## src/rtl/float_mul_master.sv

```systemverilog
// float_mul_master
//   Initiator side of the float_mul start/ready handshake. Operand pairs are
//   queued in a small FIFO, issued one at a time to a single float_mul, and
//   the products are returned in issue order through a valid/ready output.
//
// Parameters
//   FIFO_DEPTH      operand-pair queue depth (power of two, >= 2)
//   TIMEOUT_CYCLES  WAIT-state watchdog limit (only with FLOAT_MUL_TIMEOUT_EN)
//
// Build option
//   FLOAT_MUL_TIMEOUT_EN  when defined, a watchdog counts WAIT cycles and, on
//                         reaching TIMEOUT_CYCLES, returns qNaN and sets the
//                         sticky timeout flag. Undefined: timeout is tied 0.
//
// Ports
//   clk, rst                   clock, synchronous active-high reset
//   in_valid/in_ready/in_a/in_b   operand-pair input handshake
//   out_valid/out_ready/out_p     product output handshake
//   mul_start/mul_a/mul_b         job issue to float_mul
//   mul_p/mul_ready               result and ready level from float_mul
//   busy                          job in flight or queue non-empty
//   timeout                       sticky watchdog flag
module float_mul_master #(
    parameter int FIFO_DEPTH     = 4,
    parameter int TIMEOUT_CYCLES = 64
) (
    input  logic        clk,
    input  logic        rst,
    input  logic        in_valid,
    output logic        in_ready,
    input  logic [31:0] in_a,
    input  logic [31:0] in_b,
    output logic        out_valid,
    input  logic        out_ready,
    output logic [31:0] out_p,
    output logic        mul_start,
    output logic [31:0] mul_a,
    output logic [31:0] mul_b,
    input  logic [31:0] mul_p,
    input  logic        mul_ready,
    output logic        busy,
    output logic        timeout
);
    localparam int PTR_W = (FIFO_DEPTH > 1) ? $clog2(FIFO_DEPTH) : 1;
    localparam int CNT_W = PTR_W + 1;

    generate
        if (FIFO_DEPTH < 2 || (FIFO_DEPTH & (FIFO_DEPTH - 1)) != 0 || TIMEOUT_CYCLES < 1) begin : g_bad_cfg
            $error("float_mul_master: FIFO_DEPTH must be a power of two >= 2 and TIMEOUT_CYCLES >= 1");
        end
    endgenerate

    typedef enum logic [1:0] {S_IDLE, S_ISSUE, S_WAIT} state_t;

    state_t           r_state;
    state_t           w_state_nxt;
    logic [31:0]      r_fifo_a [FIFO_DEPTH];
    logic [31:0]      r_fifo_b [FIFO_DEPTH];
    logic [PTR_W-1:0] r_wr_ptr;
    logic [PTR_W-1:0] r_rd_ptr;
    logic [CNT_W-1:0] r_count;
    logic             r_ready_q;
    logic             r_out_valid;
    logic [31:0]      r_out_p;
    logic [31:0]      r_mul_a;
    logic [31:0]      r_mul_b;
    logic             w_push;
    logic             w_pop;
    logic             w_capture;
    logic             w_expire;

    assign in_ready  = (r_count != CNT_W'(FIFO_DEPTH));
    assign w_push    = in_valid & in_ready;
    // Only pop when the output slot is free or being drained this cycle, so a
    // later capture can never overwrite an unaccepted product.
    assign w_pop     = (r_state == S_IDLE) & (r_count != '0) & (~r_out_valid | out_ready);
    // Capture on a rising edge of ready only; a level still high from the
    // previous job is not mistaken for completion.
    assign w_capture = (r_state == S_WAIT) & mul_ready & ~r_ready_q;

    assign out_valid = r_out_valid;
    assign out_p     = r_out_p;
    assign mul_a     = r_mul_a;
    assign mul_b     = r_mul_b;

`ifdef FLOAT_MUL_TIMEOUT_EN
    localparam int TMO_W = $clog2(TIMEOUT_CYCLES + 1);

    logic [TMO_W-1:0] r_wait_cnt;
    logic             r_timeout;

    // Counter reads k-1 in the k-th WAIT cycle, so expiry lands on WAIT cycle TIMEOUT_CYCLES.
    assign w_expire = (r_state == S_WAIT) & ~w_capture & (r_wait_cnt == TMO_W'(TIMEOUT_CYCLES - 1));
    assign timeout  = r_timeout;

    always_ff @(posedge clk) begin
        if (rst) begin
            r_wait_cnt <= '0;
            r_timeout  <= 1'b0;
        end else begin
            if (r_state != S_WAIT) begin
                r_wait_cnt <= '0;
            end else begin
                r_wait_cnt <= r_wait_cnt + TMO_W'(1);
            end
            if (w_expire) begin
                r_timeout <= 1'b1;
            end
        end
    end
`else
    assign w_expire = 1'b0;
    assign timeout  = 1'b0;
`endif

    // Queue storage: data only, no reset needed.
    always_ff @(posedge clk) begin
        if (w_push) begin
            r_fifo_a[r_wr_ptr] <= in_a;
            r_fifo_b[r_wr_ptr] <= in_b;
        end
    end

    // Queue control
    always_ff @(posedge clk) begin
        if (rst) begin
            r_wr_ptr <= '0;
            r_rd_ptr <= '0;
            r_count  <= '0;
        end else begin
            if (w_push) begin
                r_wr_ptr <= r_wr_ptr + PTR_W'(1);
            end
            if (w_pop) begin
                r_rd_ptr <= r_rd_ptr + PTR_W'(1);
            end
            case ({w_push, w_pop})
                2'b10:   r_count <= r_count + CNT_W'(1);
                2'b01:   r_count <= r_count - CNT_W'(1);
                default: r_count <= r_count;
            endcase
        end
    end

    // FSM state register
    always_ff @(posedge clk) begin
        if (rst) begin
            r_state <= S_IDLE;
        end else begin
            r_state <= w_state_nxt;
        end
    end

    // FSM next state
    always_comb begin
        w_state_nxt = r_state;
        case (r_state)
            S_IDLE:  if (w_pop) w_state_nxt = S_ISSUE;
            S_ISSUE: w_state_nxt = S_WAIT;
            S_WAIT:  if (w_capture | w_expire) w_state_nxt = S_IDLE;
            default: w_state_nxt = S_IDLE;
        endcase
    end

    // FSM outputs
    always_comb begin
        mul_start = 1'b0;
        busy      = 1'b0;
        if (r_state == S_ISSUE) begin
            mul_start = 1'b1;
        end
        if (r_state != S_IDLE || r_count != '0) begin
            busy = 1'b1;
        end
    end

    // Operand issue and product capture
    always_ff @(posedge clk) begin
        if (rst) begin
            r_ready_q   <= 1'b0;
            r_mul_a     <= '0;
            r_mul_b     <= '0;
            r_out_valid <= 1'b0;
            r_out_p     <= '0;
        end else begin
            r_ready_q <= mul_ready;
            if (w_pop) begin
                r_mul_a <= r_fifo_a[r_rd_ptr];
                r_mul_b <= r_fifo_b[r_rd_ptr];
            end
            if (w_capture) begin
                r_out_valid <= 1'b1;
                r_out_p     <= mul_p;
            end else if (w_expire) begin
                r_out_valid <= 1'b1;
                r_out_p     <= 32'h7FC0_0000;
            end else if (r_out_valid & out_ready) begin
                r_out_valid <= 1'b0;
            end
        end
    end
endmodule

```

## config.mk

```make
export PLATFORM = sky130hd
export DESIGN_NAME = float_mul_master
export DESIGN_NICKNAME = d
export VERILOG_FILES = /design/src/rtl/float_mul_master.sv
export SDC_FILE = /design/constraint.sdc
export NUM_CORES = 1
export LEC_CHECK = 0
export BUFFER_PORTS_ARGS = -buffer_cell sky130_fd_sc_hd__buf_4
export CAP_MARGIN = 20
export CORE_UTILIZATION = 30
export CTS_CLUSTER_DIAMETER = 60
export DETAILED_ROUTE_END_ITERATION = 8
export MAX_ROUTING_LAYER = met4
export PLACE_DENSITY = 0.44
export REMOVE_ABC_BUFFERS = 1
export SYNTH_ARGS = -nofsm -noshare
export SYNTH_HDL_FRONTEND = slang
export SYNTH_SLANG_ARGS = --single-unit
```

## constraint.sdc

```tcl
create_clock -name clk -period 3.9 [get_ports clk]
set_input_delay 0.78 -clock clk [delete_from_list [all_inputs] [get_ports clk]]
set_output_delay 0.78 -clock clk [all_outputs]
set_load 0.01 [all_outputs]
```

==> results by group <==
Global route
  – GR Overflow Total: 0
  – Initial antenna violation count: 4
  – Vias in the first global route: 7483
  – First-pass GRT wire length: 45660 µm
  – Total track usage: 14.01%
  – Largest net degree at the start of global routing: 66

Floorplan
  – Die Span Y: 212.9 µm
  – Core ar.: 0.04346 mm²
  – Horiz. Die Dim: 212.9 µm
  – Die Area: 0.04532 mm²
  – Row cnt: 76
  – Starting density of the core: 30.70%
  – # IOs: 202

Power
  – Power share of the clock group: 30.8%
  – Logic gate share of total power: 23.4%
  – Flop pwr share: 45.7%
  – Sw Share: 28.66%
  – Pwr dens: 684.9 mW/mm²
  – Switching power: 3.279 mW
  – Internal power: 8.164 mW
  – Lkg Pwr: 5.679 nW
  – Final Power: 11.44 mW
  – Peak supply drop: 385.2 µV

Hold path
  – Min-Delay Startpoint: out_p[28]$_SDFFE_PP0P_
  – Hold WC Path Type: flip-flop to flip-flop
  – Hold depth: 2
  – Hold EP: out_p[28]$_SDFFE_PP0P_

Critical path
  – CP startpoint: r_count[2]$_SDFFE_PP0P_
  – R2R depth: 8
  – CP arrival: 1.63 ns
  – Crit-path leading delay family: simple AND/OR/NAND/NOR gates
  – Worst R2R End: r_count[2]$_SDFFE_PP0P_
  – Worst-path cell chain: or3b_1, buf_4
  – Startpoint types: flip-flop
  – CP Buf/Inv Count: 1
  – Crit Path Class: flip-flop to output port
  – Crit path required time: 3.12 ns
  – R2R Path Start: r_count[2]$_SDFFE_PP0P_
  – Max stage delay on crit path: 0.52 ns
  – FF-to-FF setup slack: 1.52 ns
  – CP endpoint kind: output port
  – Crit-path max FO: 10
  – Highest-delay cell along the critical path: or3b_1

Drt
  – Highest routed metal layer: met4
  – Via-to-Cell Ratio: 4.538
  – DR WL/cell: 19.38 µm
  – Drt total wl: 30680 µm
  – Residual DRC: 0
  – M1 wire length: 13150 µm
  – Post-DRT Antenna Nets: 0
  – Initial drt markers: 435
  – Drt pass-1 iters: 6
  – Routed vias: 7184
  – Routed length on met3: 2240 µm
  – DR WL met2: 14780 µm

Timing
  – Achievable Freq: 0.4145 GHz
  – Slew @ Worst Pin: 1.012 ns
  – Fin Setup TNS: 0 ns
  – Fin crit share: 61.86%
  – Hold violation total from the final report: 0
  – Final setup viols: 0
  – Clock Skew: 0.01237 ns
  – Final min period: 2.413 ns
  – PnR worst setup slack: 1.487 ns
  – Slew Viols, Final: 0
  – Slew headroom: 32.50%
  – RSZ-0062 raised after global routing: false
  – Hold Worst Slack: 0.4535 ns

Yosys
  – Yosys cell types: 35
  – Syn_area_per_cell: 17.55 µm²
  – Mapped cell area: 0.01334 mm²
  – Synth area leaders: edfxtp_1, dfxtp_1, mux4_2, o2bb2ai_1, nand2b_1
  – Synth Instances: 760
  – Sequential-to-total area share from yosys stat: 73.68%
  – Flops & latches, synth: 363
  – Ys Warns: 0
  – Yosys top cell by area: edfxtp_1
  – Synth top area share: 57.63%

Placement
  – Place WS: 1.403 ns
  – GPL Wtd Cong: 0.7041
  – Final HPWL DP: 17430 µm
  – Port bufs: 200

Final layout
  – Area Overhead vs Synth: 25.25%
  – Multi-input logic area: 0.003228 mm²
  – Commonest cells after routing, fill and taps aside: edfxtp_1, buf_4, dfxtp_1, nand2_1, nand2b_1
  – Post-layout util: 38.45%
  – Register Area: 0.009837 mm²
  – Layout net count: 1071
  – Share of layout cells above drive strength 1: 33.94%
  – Commonest non-fill, non-tap cell in the layout: edfxtp_1
  – Layout fillers: 4076

Clock tree
  – Clock sinks: 363
  – Root buf cell: clkbuf_16
  – Max H-tree Level: 2
  – Post-CTS setup buffers: 0
  – Clk buf depth: 3
  – CTS buffer count: 41
  – Clock slew at reported path FFs: 0.05 ns
  – PostCTS Resize Cnt: 0
  – Cts hold-fix bufs: 0
  – CTS tree: yes
  – Worst skew pair latency: 0.52 ns

Status
  – Status: completed

Flow run
  – Maxcap violations: 0
power groups by stage:
stage	clock [mW]	combinational [mW]	sequential (mW)
3_5_place_dp	0	2.76	5.35
3_3_place_gp	0	2.73	5.34
6_report	3.52	2.68	5.23
4_1_cts	3.65	2.76	5.28
2_1_floorplan	0	1.29	5.38
5_1_grt	3.79	2.92	5.33
tightest hold or removal path: stages (launching register included):
cell and delay [ns]:
dfxtp_1 0.30, nand2_1 0.05, a21oi_1 0.05
metrics by stage:
stage,cells,cell area (µm²)
floorplan,708,13030
global placement,1506,15480
detailed placement,1506,15480
CTS,1578,16700
global route,1582,16710
finish,1583,16710
Yosys cell counts:
cell	n
a21o_1	2
a21oi_1	39
and3_1	4
buf_1	1
buf_12	4
buf_2	19
buf_4	6
buf_6	1
clkbuf_1	21
conb_1	1
dfxtp_1	107
edfxtp_1	256
fa_1	1
ha_1	5
inv_1	5
mux2_2	1
mux4_2	64
nand2_1	66
nand2b_1	65
nand3_1	2
nand4_1	1
nand4bb_1	1
nor2_1	6
nor2b_1	5
nor3_2	2
nor4_2	1
nor4bb_1	1
o21ai_0	1
o2bb2ai_1	64
o31ai_1	1
or2_1	1
or3_1	2
or3b_1	1
or4_1	1
xor2_1	2
registers in the layout (all words and copies together) (netlist names):
register,count
r_fifo_a,128
r_fifo_b,128
mul_a,32
mul_b,32
out_p,32
r_count,3
r_rd_ptr,2
r_state,2
r_wr_ptr,2
out_valid,1
r_ready_q,1
kinds of logic after synthesis:
kind of cell / count (synthesis) / share of synthesized area [%]
adder cells (fa/ha/maj): 6 / 0.6190
buffers and inverters: 57 / 2.495
AO/OA/AOI/OAI: 107 / 5.871
other: 1 / 0.02811
flip-flops: 363 / 73.68
AND/OR/NAND/NOR: 159 / 6.284
multiplexers: 65 / 10.89
XOR/XNOR: 2 / 0.1313
layer usage:
layer / vias up / track usage [%]
li1: 3348 / -
met1: 3578 / 16.98
met2: 212 / 23.14
met3: 46 / 3.809
met4: 0 / 3.448
met5: - / -
cell type report:
type / instances / area share (%)
antenna: 5 / 0.07488
clock buffer: 62 / 6.859
clock inverter: 10 / 0.4343
inverter: 5 / 0.1123
multi-input combinational: 340 / 19.32
sequential: 363 / 58.87
tap: 585 / 4.381
timing repair buffer: 213 / 9.945
worst max-delay path by stage:
stage | endpoint | cells after the start
floorplan | r_count[2]$_SDFFE_PP0P_ | 8
global placement | r_count[2]$_SDFFE_PP0P_ | 9
detailed placement | r_count[2]$_SDFFE_PP0P_ | 9
CTS | busy | 3
global route | busy | 3
finish | in_ready | 2
(Power assumes the default switching activity.)
